===== config.mk =====
export PLATFORM = sky130hd
export DESIGN_NAME = mac_rx_deframer
export DESIGN_NICKNAME = d
export VERILOG_FILES = /design/src/rtl/mac_rx_deframer.sv
export SDC_FILE = /design/constraint.sdc
export NUM_CORES = 1
export LEC_CHECK = 0
export CORE_MARGIN = 2
export CORE_UTILIZATION = 50
export DETAILED_ROUTE_END_ITERATION = 12
export DONT_BUFFER_PORTS = 1
export PLACE_DENSITY = 0.76
export SLEW_MARGIN = 10
export SYNTH_ARGS = -nofsm -noshare
export SYNTH_HDL_FRONTEND = slang
export SYNTH_SLANG_ARGS = --single-unit

===== constraint.sdc =====
create_clock -name clk -period 4.64 [get_ports clk]
set_input_delay 0.696 -clock clk [delete_from_list [all_inputs] [get_ports clk]]
set_output_delay 0.696 -clock clk [all_outputs]
set_load 0.005 [all_outputs]

===== src/rtl/mac_rx_deframer.sv =====
// Nibble-wide MAC receive deframer: strips preamble/SFD, packs payload into little-endian
// DATA_W words, applies length and DA checks, and keeps saturating frame statistics.
module mac_rx_deframer #(
  parameter int unsigned DATA_W  = 32,
  parameter int unsigned PRE_MIN = 8,
  parameter int unsigned MIN_LEN = 64,
  parameter int unsigned MAX_LEN = 1518,
  parameter int unsigned CNT_W   = 16
) (
  input  logic                clk,
  input  logic                rst,
  input  logic                config_ready,
  input  logic                phy_rx_ctl,
  input  logic [3:0]          phy_rxd,
  input  logic [47:0]         mac_addr,
  input  logic                promisc,
  output logic [DATA_W-1:0]   out_data,
  output logic [DATA_W/8-1:0] out_keep,
  output logic                out_valid,
  output logic                out_last,
  output logic [3:0]          out_status,
  output logic [CNT_W-1:0]    frame_ok_cnt,
  output logic [CNT_W-1:0]    frame_err_cnt
);
  localparam int unsigned LANES = DATA_W / 8;
  localparam int unsigned LW    = (LANES > 1) ? $clog2(LANES) : 1;

  typedef enum logic [2:0] {WAIT_IDLE, IDLE, PREAMBLE, DATA, DROP} state_e;
  state_e state_q, state_d;

  logic [7:0]        pre_cnt;
  logic              nib_half;
  logic [3:0]        nib_lo;
  logic [DATA_W-1:0] word, word_ins;
  logic              full;
  logic [15:0]       byte_cnt;
  logic              da_mac, da_bc;
  logic [LW-1:0]     lane;
  logic [7:0]        rx_byte;
  logic [63:0]       mac_ext;
  logic [LANES-1:0]  keep_part;
  logic [3:0]        status_end;
  logic              start_pre, inc_pre, enter_data, take_nib, emit, emit_last, ovf;

  assign lane    = LW'(byte_cnt % 16'(LANES));
  assign rx_byte = {phy_rxd, nib_lo};
  assign mac_ext = {16'h0000, mac_addr};

  // Writing lane 0 starts a fresh word so unfilled lanes of a short last beat read as zero.
  always_comb begin
    word_ins = (lane == '0) ? '0 : word;
    word_ins[8*lane +: 8] = rx_byte;
  end

  always_comb begin
    for (int unsigned i = 0; i < LANES; i++) keep_part[i] = (i < 32'(lane));
  end

  always_comb begin
    status_end[0] = (byte_cnt < 16'(MIN_LEN));
    status_end[1] = ovf;
    status_end[2] = nib_half;
    status_end[3] = !promisc && ((byte_cnt < 16'd6) || !(da_mac || da_bc));
  end

  always_comb begin
    state_d    = state_q;
    start_pre  = 1'b0;
    inc_pre    = 1'b0;
    enter_data = 1'b0;
    take_nib   = 1'b0;
    emit       = 1'b0;
    emit_last  = 1'b0;
    ovf        = 1'b0;
    case (state_q)
      WAIT_IDLE: if (!phy_rx_ctl) state_d = IDLE;
      IDLE: begin
        if (phy_rx_ctl && config_ready) begin
          state_d   = PREAMBLE;
          start_pre = 1'b1;
        end
      end
      PREAMBLE: begin
        if (!phy_rx_ctl) state_d = IDLE;
        else if (phy_rxd == 4'h5) inc_pre = 1'b1;
        else if (phy_rxd == 4'hD && pre_cnt >= 8'(PRE_MIN - 1)) begin
          state_d    = DATA;
          enter_data = 1'b1;
        end else state_d = DROP;
      end
      DATA: begin
        if (!phy_rx_ctl) begin
          emit      = 1'b1;
          emit_last = 1'b1;
          state_d   = IDLE;
        end else if (!nib_half && byte_cnt == 16'(MAX_LEN)) begin
          // The held/partial word closes the frame instead of taking byte MAX_LEN+1.
          emit      = 1'b1;
          emit_last = 1'b1;
          ovf       = 1'b1;
          state_d   = DROP;
        end else begin
          take_nib = 1'b1;
          emit     = full;
        end
      end
      DROP: if (!phy_rx_ctl) state_d = IDLE;
      default: state_d = WAIT_IDLE;
    endcase
  end

  always_ff @(posedge clk or posedge rst) begin
    if (rst) state_q <= WAIT_IDLE;
    else     state_q <= state_d;
  end

  always_ff @(posedge clk or posedge rst) begin
    if (rst) begin
      out_data      <= '0;
      out_keep      <= '0;
      out_valid     <= 1'b0;
      out_last      <= 1'b0;
      out_status    <= '0;
      frame_ok_cnt  <= '0;
      frame_err_cnt <= '0;
      pre_cnt       <= '0;
      nib_half      <= 1'b0;
      nib_lo        <= '0;
      word          <= '0;
      full          <= 1'b0;
      byte_cnt      <= '0;
      da_mac        <= 1'b0;
      da_bc         <= 1'b0;
    end else begin
      out_valid <= emit;
      out_last  <= emit_last;
      if (emit) begin
        out_data   <= word;
        out_keep   <= (emit_last && !full) ? keep_part : '1;
        out_status <= emit_last ? status_end : '0;
      end
      if (emit_last) begin
        if (status_end == '0) begin
          if (frame_ok_cnt != '1) frame_ok_cnt <= frame_ok_cnt + 1'b1;
        end else begin
          if (frame_err_cnt != '1) frame_err_cnt <= frame_err_cnt + 1'b1;
        end
      end
      if (start_pre) pre_cnt <= (phy_rxd == 4'h5) ? 8'd1 : 8'd0;
      else if (inc_pre && pre_cnt != '1) pre_cnt <= pre_cnt + 8'd1;
      if (enter_data) begin
        nib_half <= 1'b0;
        full     <= 1'b0;
        byte_cnt <= '0;
        word     <= '0;
        da_mac   <= 1'b1;
        da_bc    <= 1'b1;
      end else if (take_nib) begin
        if (emit) full <= 1'b0;
        if (!nib_half) begin
          nib_lo   <= phy_rxd;
          nib_half <= 1'b1;
        end else begin
          nib_half <= 1'b0;
          word     <= word_ins;
          if (lane == LW'(LANES - 1)) full <= 1'b1;
          if (byte_cnt != '1) byte_cnt <= byte_cnt + 16'd1;
          if (byte_cnt < 16'd6) begin
            da_mac <= da_mac && (rx_byte == mac_ext[8*byte_cnt[2:0] +: 8]);
            da_bc  <= da_bc && (rx_byte == 8'hFF);
          end
        end
      end
    end
  end
endmodule


# After elaboration in Yosys (flattened, before gate mapping)

Index checks and enable logic that the tools add are counted.

Bits in registers: 141
Input bits: 57

Equality and inequality tests: 18
Order comparisons: 6
Shift-type cells: 3
Mux-type cells: 58
$add $sub $neg: 5
Reduce and logical (&&, ||, !) cells: 30
Bitwise operators: 3

Operator list:

| cell                      | number |
|---|---|
| $mux W32                  | 4 |
| $mux W16                  | 4 |
| $shiftx A64 B7 Y8         | 1 |
| $add A16 B1 Y16 const B   | 3 |
| $ne A16 B16 Y1 const B    | 3 |
| $mux W1                   | 37 |
| $neg A5 Y34               | 1 |
| $shift A8 B34 Y32 const A | 1 |
| $shiftx A8 B34 Y32        | 1 |
| $bwmux W32                | 1 |
| $mux W3                   | 7 |
| $eq A16 B11 Y1 const B    | 1 |
| $lt A16 B3 Y1 const B     | 1 |
| $lt A16 B7 Y1 const B     | 1 |
| $mux W8                   | 2 |
| $reduce_and A3 Y1         | 5 |
| $pmux W3 S4               | 1 |
| $reduce_bool A2 Y1        | 5 |
| $add A8 B1 Y8 const B     | 1 |
| $eq A8 B8 Y1              | 1 |
| $eq A8 B8 Y1 const B      | 1 |
| $ge A8 B3 Y1 const B      | 1 |
| $logic_and A1 B1 Y1       | 8 |
| $mux W4                   | 2 |
| 20 further kinds          | 30 |

# Depth between registers and ports, before layout

Depth after elaboration: 10
Depth in mapped cells: 12

# Least setup slack after synthesis

OpenSTA, ideal clock, no wires.

Path type: reg2reg
From: reg byte_cnt[0]
To: reg frame_ok_cnt[1]
Data required time: 4515 ps
Data arrival time: 2341 ps
Period minus slack after synthesis: 2465 ps
Slack: 2175 ps
Stages on the path, launching flop included: 12
Cells stage by stage: dfrtp_1 -> buf_2 -> buf_2 -> inv_1 -> ha_1 -> and4bb_1 -> nand3_2 -> nor3_4 -> or2_1 -> buf_2 -> nor2_1 -> mux2_2

Longest elaborated chain between the ends: 7

RTL lines:

| element                                               | line | RTL |
|---|---|---|
| start, declared                                       | 36   | `logic [15:0] byte_cnt;` |
| start signal, assigned                                | 167  | `if (byte_cnt != '1) byte_cnt <= byte_cnt + 16'd1;` |
| branches (longest 6 deep; another with $lt A16 B3 Y1) | --   |  |
| $reduce_and A3 Y1 (no line) (*)                       | --   |  |
| end signal, assigned                                  | 144  | `if (frame_ok_cnt != '1) frame_ok_cnt <= frame_ok_cnt + 1'b1;` |
| end, declared                                         | 22   | `output logic [CNT_W-1:0] frame_ok_cnt,` |

Mark *: on every way between the ends.
A chain may end at the register's enable or synchronous reset.

# Final worst setup path

Same ends and word-level chain as after synthesis.

==> impl_metrics.env <==
export IMPL_final_cell_area_um2=7540
export IMPL_design_core_area_um2=13300
export IMPL_hold_slack_ns=0.354
export IMPL_finalWeightedCongestion=0.851
export IMPL_count_of_cells_along_the_worst_register_to_register_path=9
export IMPL_required_ns=4.94
export IMPL_worst_path_dominant_cell_family="simple AND/OR/NAND/NOR gates"
export IMPL_clk_root_buffer_cell="clkbuf_16"
export IMPL_timing_max_cap_violations=0
export IMPL_layout_worst_path_cycle_share_pct=62.0
export IMPL_drt_iter0_markers=342
export IMPL_initial_core_util_pct=51.6
export IMPL_synth_avg_cell_area_um2=10.3
export IMPL_dpl_instance_area_um2=6960
export IMPL_routed_via_count=5042
export IMPL_fin_cells=844
export IMPL_synth_seq_area_share_pct=51.2
export IMPL_grt_util_all_layers_pct=22.7
export IMPL_unrepaired_setup_endpoints_after_global_routing="false"
export IMPL_finalCriticalPeriod_ns=2.87
export IMPL_critical_path_buf_inv_count=2
export IMPL_synthesis_nets=736
export IMPL_vias_per_cell=5.97
export IMPL_timing_critical_path_depth=9
export IMPL_synthesized_cell_area_um2=6890
export IMPL_synth_edff_count=0
export IMPL_finalSetupTns_ns=0
export IMPL_synthesis_yosys_warnings=0
export IMPL_achievable_frequency_mhz=348
export IMPL_area_growth_from_synthesis_to_layout_pct=9.36
export IMPL_finish_net_count=720
export IMPL_finalSetupViolCount=0
export IMPL_power_static_leakage_nw=3.62
export IMPL_power_ir_vdd_worst_mv=0.268
export IMPL_grt_ovfl_total=0
export IMPL_post_route_util_pct=56.5
export IMPL_cell_with_the_biggest_individual_delay_on_the_critical_path="dfrtp_1"
export IMPL_placementRows=42
export IMPL_slew_limit_headroom_pct=35.7
export IMPL_die_x_um=121
export IMPL_floorplan_io_pins=131
export IMPL_grt_pass1_vias=5067
export IMPL_timing_rr_start="byte_cnt[0]"
export IMPL_hpwl_um=11200
export IMPL_buffer_ports_inserted=0
export IMPL_post_cts_setup_buffers=0
export IMPL_floorplan_die_height_um=121
export IMPL_cts_buffer_depth=2
export IMPL_cpPeakStageDelay_ns=0.57
export IMPL_worst_clock_skew_ns=0.00627
export IMPL_detail_route_wl_per_cell_um=18.8
export IMPL_crit_path_cell_trace="buf_4, inv_1, ha_1, and4bb_1, nand3_2, nor3_4, or2_1, nor2_1, mux2_2"
export IMPL_dominantRegCellSynth="dfrtp_1"
export IMPL_grt_first_pass_wirelength_um=25800
export IMPL_detail_route_antenna_nets=0
export IMPL_timing_critical_path_to_type="register"
export IMPL_syn_instance_count=671
export IMPL_dp_cells=812
export IMPL_timing_hold_worst_class="primary input to asynchronous set/reset pin"
export IMPL_critical_setup_path_class="register to register"
export IMPL_cts_repair_resized=0
export IMPL_worst_setup_path_startpoint="byte_cnt[0]"
export IMPL_postSynthRegisterBits=141
export IMPL_drt_wl_total_um=15800
export IMPL_htreeDepth=4
export IMPL_slew_violations=0
export IMPL_clkTransAtPathRegs_ns=0.06
export IMPL_netlist_cell_type_count=63
export IMPL_antenna_fix_cells=0
export IMPL_cts_sink_count=141
export IMPL_post_cts_hold_buffer_count=0
export IMPL_cp_max_fo=17
export IMPL_first_pass_iters=5
export IMPL_worst_endpoint_arrival_ns=3.18
export IMPL_power_density_nw_per_um2=470
export IMPL_synth_async_sr_flop_share_pct=100
export IMPL_max_slew_worst_pin_slew_ns=0.964
export IMPL_grt_start_max_net_pins=113
export IMPL_run_status="complete, no violations"
export IMPL_detail_route_drc_violations=0
export IMPL_floorplan_die_area_um2=14700
export IMPL_worst_setup_path_start_kind="register"
export IMPL_cts_tree="yes"
export IMPL_worstSkewPairLatency_ns=0.42
export IMPL_final_hold_vios=0
export IMPL_cts_inserted_buffers=17
export IMPL_grt_antenna_before_repair=0
export IMPL_layout_drive_gt1_share_pct=11.1
## synth_stat cells (13+ instances only)
| cell | n | share of area [%] |
|---|---|---|
| xor2_1 | 45 | 5.7 |
| xnor2_1 | 13 | 1.7 |
| dfrtp_1 | 141 | 51 |
| clkbuf_1 | 16 | 0.87 |
| nand4_1 | 15 | 1.4 |
| a22o_1 | 34 | 4.3 |
| o21ai_0 | 13 | 0.94 |
| nand3_1 | 26 | 1.9 |
| buf_2 | 16 | 1.2 |
| nor3_1 | 21 | 1.5 |
| nor2_1 | 57 | 3.1 |
| nand2_1 | 123 | 6.7 |
| a21oi_1 | 15 | 1.1 |
## logic make-up (layout without fill, tap and decap cells)
kind of cell | Yosys count | in the layout | share of synthesized area (%)
simple gates | 301 | 301 | 21.7
flops | 141 | 141 | 51.2
compound gates | 89 | 89 | 10.0
xor+xnor | 58 | 58 | 7.37
buf+inv | 51 | 48 | 3.45
mux | 23 | 23 | 4.90
fa+ha+maj | 8 | 8 | 1.45
## where the power goes
part	total, W	switching, W	internal [W]
Combinational	0.000607	0.000327	0.000280
Clock	0.00133	0.000532	0.000802
Sequential	0.00160	0.000228	0.00138
Total	0.00355	0.00109	0.00246
## per-layer routing
metal	up-vias	GRT usage [%]	share of wire, %
li1	2318	-	-
met1	2482	28.6	41
met2	222	36.2	48
met3	20	7.71	8.8
met4	0	8.62	1.5
met5	-	0	0
## worst register-to-register path, delay by kind of cell (launching register included)
| family | cells | cell delay (ns) |
|---|---|---|
| DFF | 1 | 0.57 |
| adders and majority gates | 1 | 0.21 |
| and+or+nand+nor | 5 | 1.10 |
| buffers and inverters | 2 | 0.52 |
| muxes | 1 | 0.35 |
## final cells by class
cell class / instances / area [um2]
Inverter: 12 / 50.0
Clock inverter: 14 / 144
Fill cell: 1144 / 5810
Sequential cell: 141 / 3530
Timing Repair Buffer: 4 / 30.0
Clock buffer: 18 / 439
Tap cell: 176 / 220
Multi-Input combinational cell: 479 / 3130
## cells in the final DEF, fill, tap and decap left out, drive strengths merged, types with 3 or more instances in the layout
| cell type | instances |
|---|---|
| a211oi | 4 |
| and4 | 5 |
| o211ai | 3 |
| inv | 13 |
| nand2 | 125 |
| clkbuf | 18 |
| xor2 | 45 |
| ha | 8 |
| nor2 | 58 |
| or3 | 3 |
| mux2 | 6 |
| mux4 | 8 |
| o21ai | 16 |
| and2 | 8 |
| nor3 | 28 |
| xnor2 | 13 |
| dfrtp | 141 |
| mux2i | 9 |
| a22o | 34 |
| and3 | 11 |
| nor4 | 9 |
| a21oi | 15 |
| clkinv | 6 |
| buf | 4 |
| clkinvlp | 5 |
| nand4 | 15 |
| nand3 | 28 |
## path summary, 6_finish.rpt
check	endpoint	slack, ns
worst max-delay path	frame_ok_cnt[1]	1.77
worst min register to register	out_data[8]	0.48
worst max register to register	frame_ok_cnt[1]	1.77
max in group asynchronous	out_keep[2]	3.28
worst min-delay path	frame_err_cnt[6]	0.35
min in group clk	out_status[3]	0.37
## metrics by stage
step	total power (W)	worst slack (ns)
floorplan	0.00208	0.163
global placement	0.00220	1.87
detailed placement	0.00223	1.77
CTS	0.00357	1.76
global route	0.00372	1.55
finish	0.00355	1.77
## registers in the layout, indices dropped and copies added (netlist names)
| register | flops |
|---|---|
| out_data | 32 |
| frame_err_cnt | 16 |
| out_valid | 1 |
| nib_half | 1 |
| pre_cnt | 8 |
| state_q | 3 |
| full | 1 |
| nib_lo | 4 |
| da_mac | 1 |
| da_bc | 1 |
| word | 32 |
| frame_ok_cnt | 16 |
| out_keep | 4 |
| out_status | 4 |
| out_last | 1 |
| byte_cnt | 16 |
Note: power is estimated with default switching activity, not from simulation.
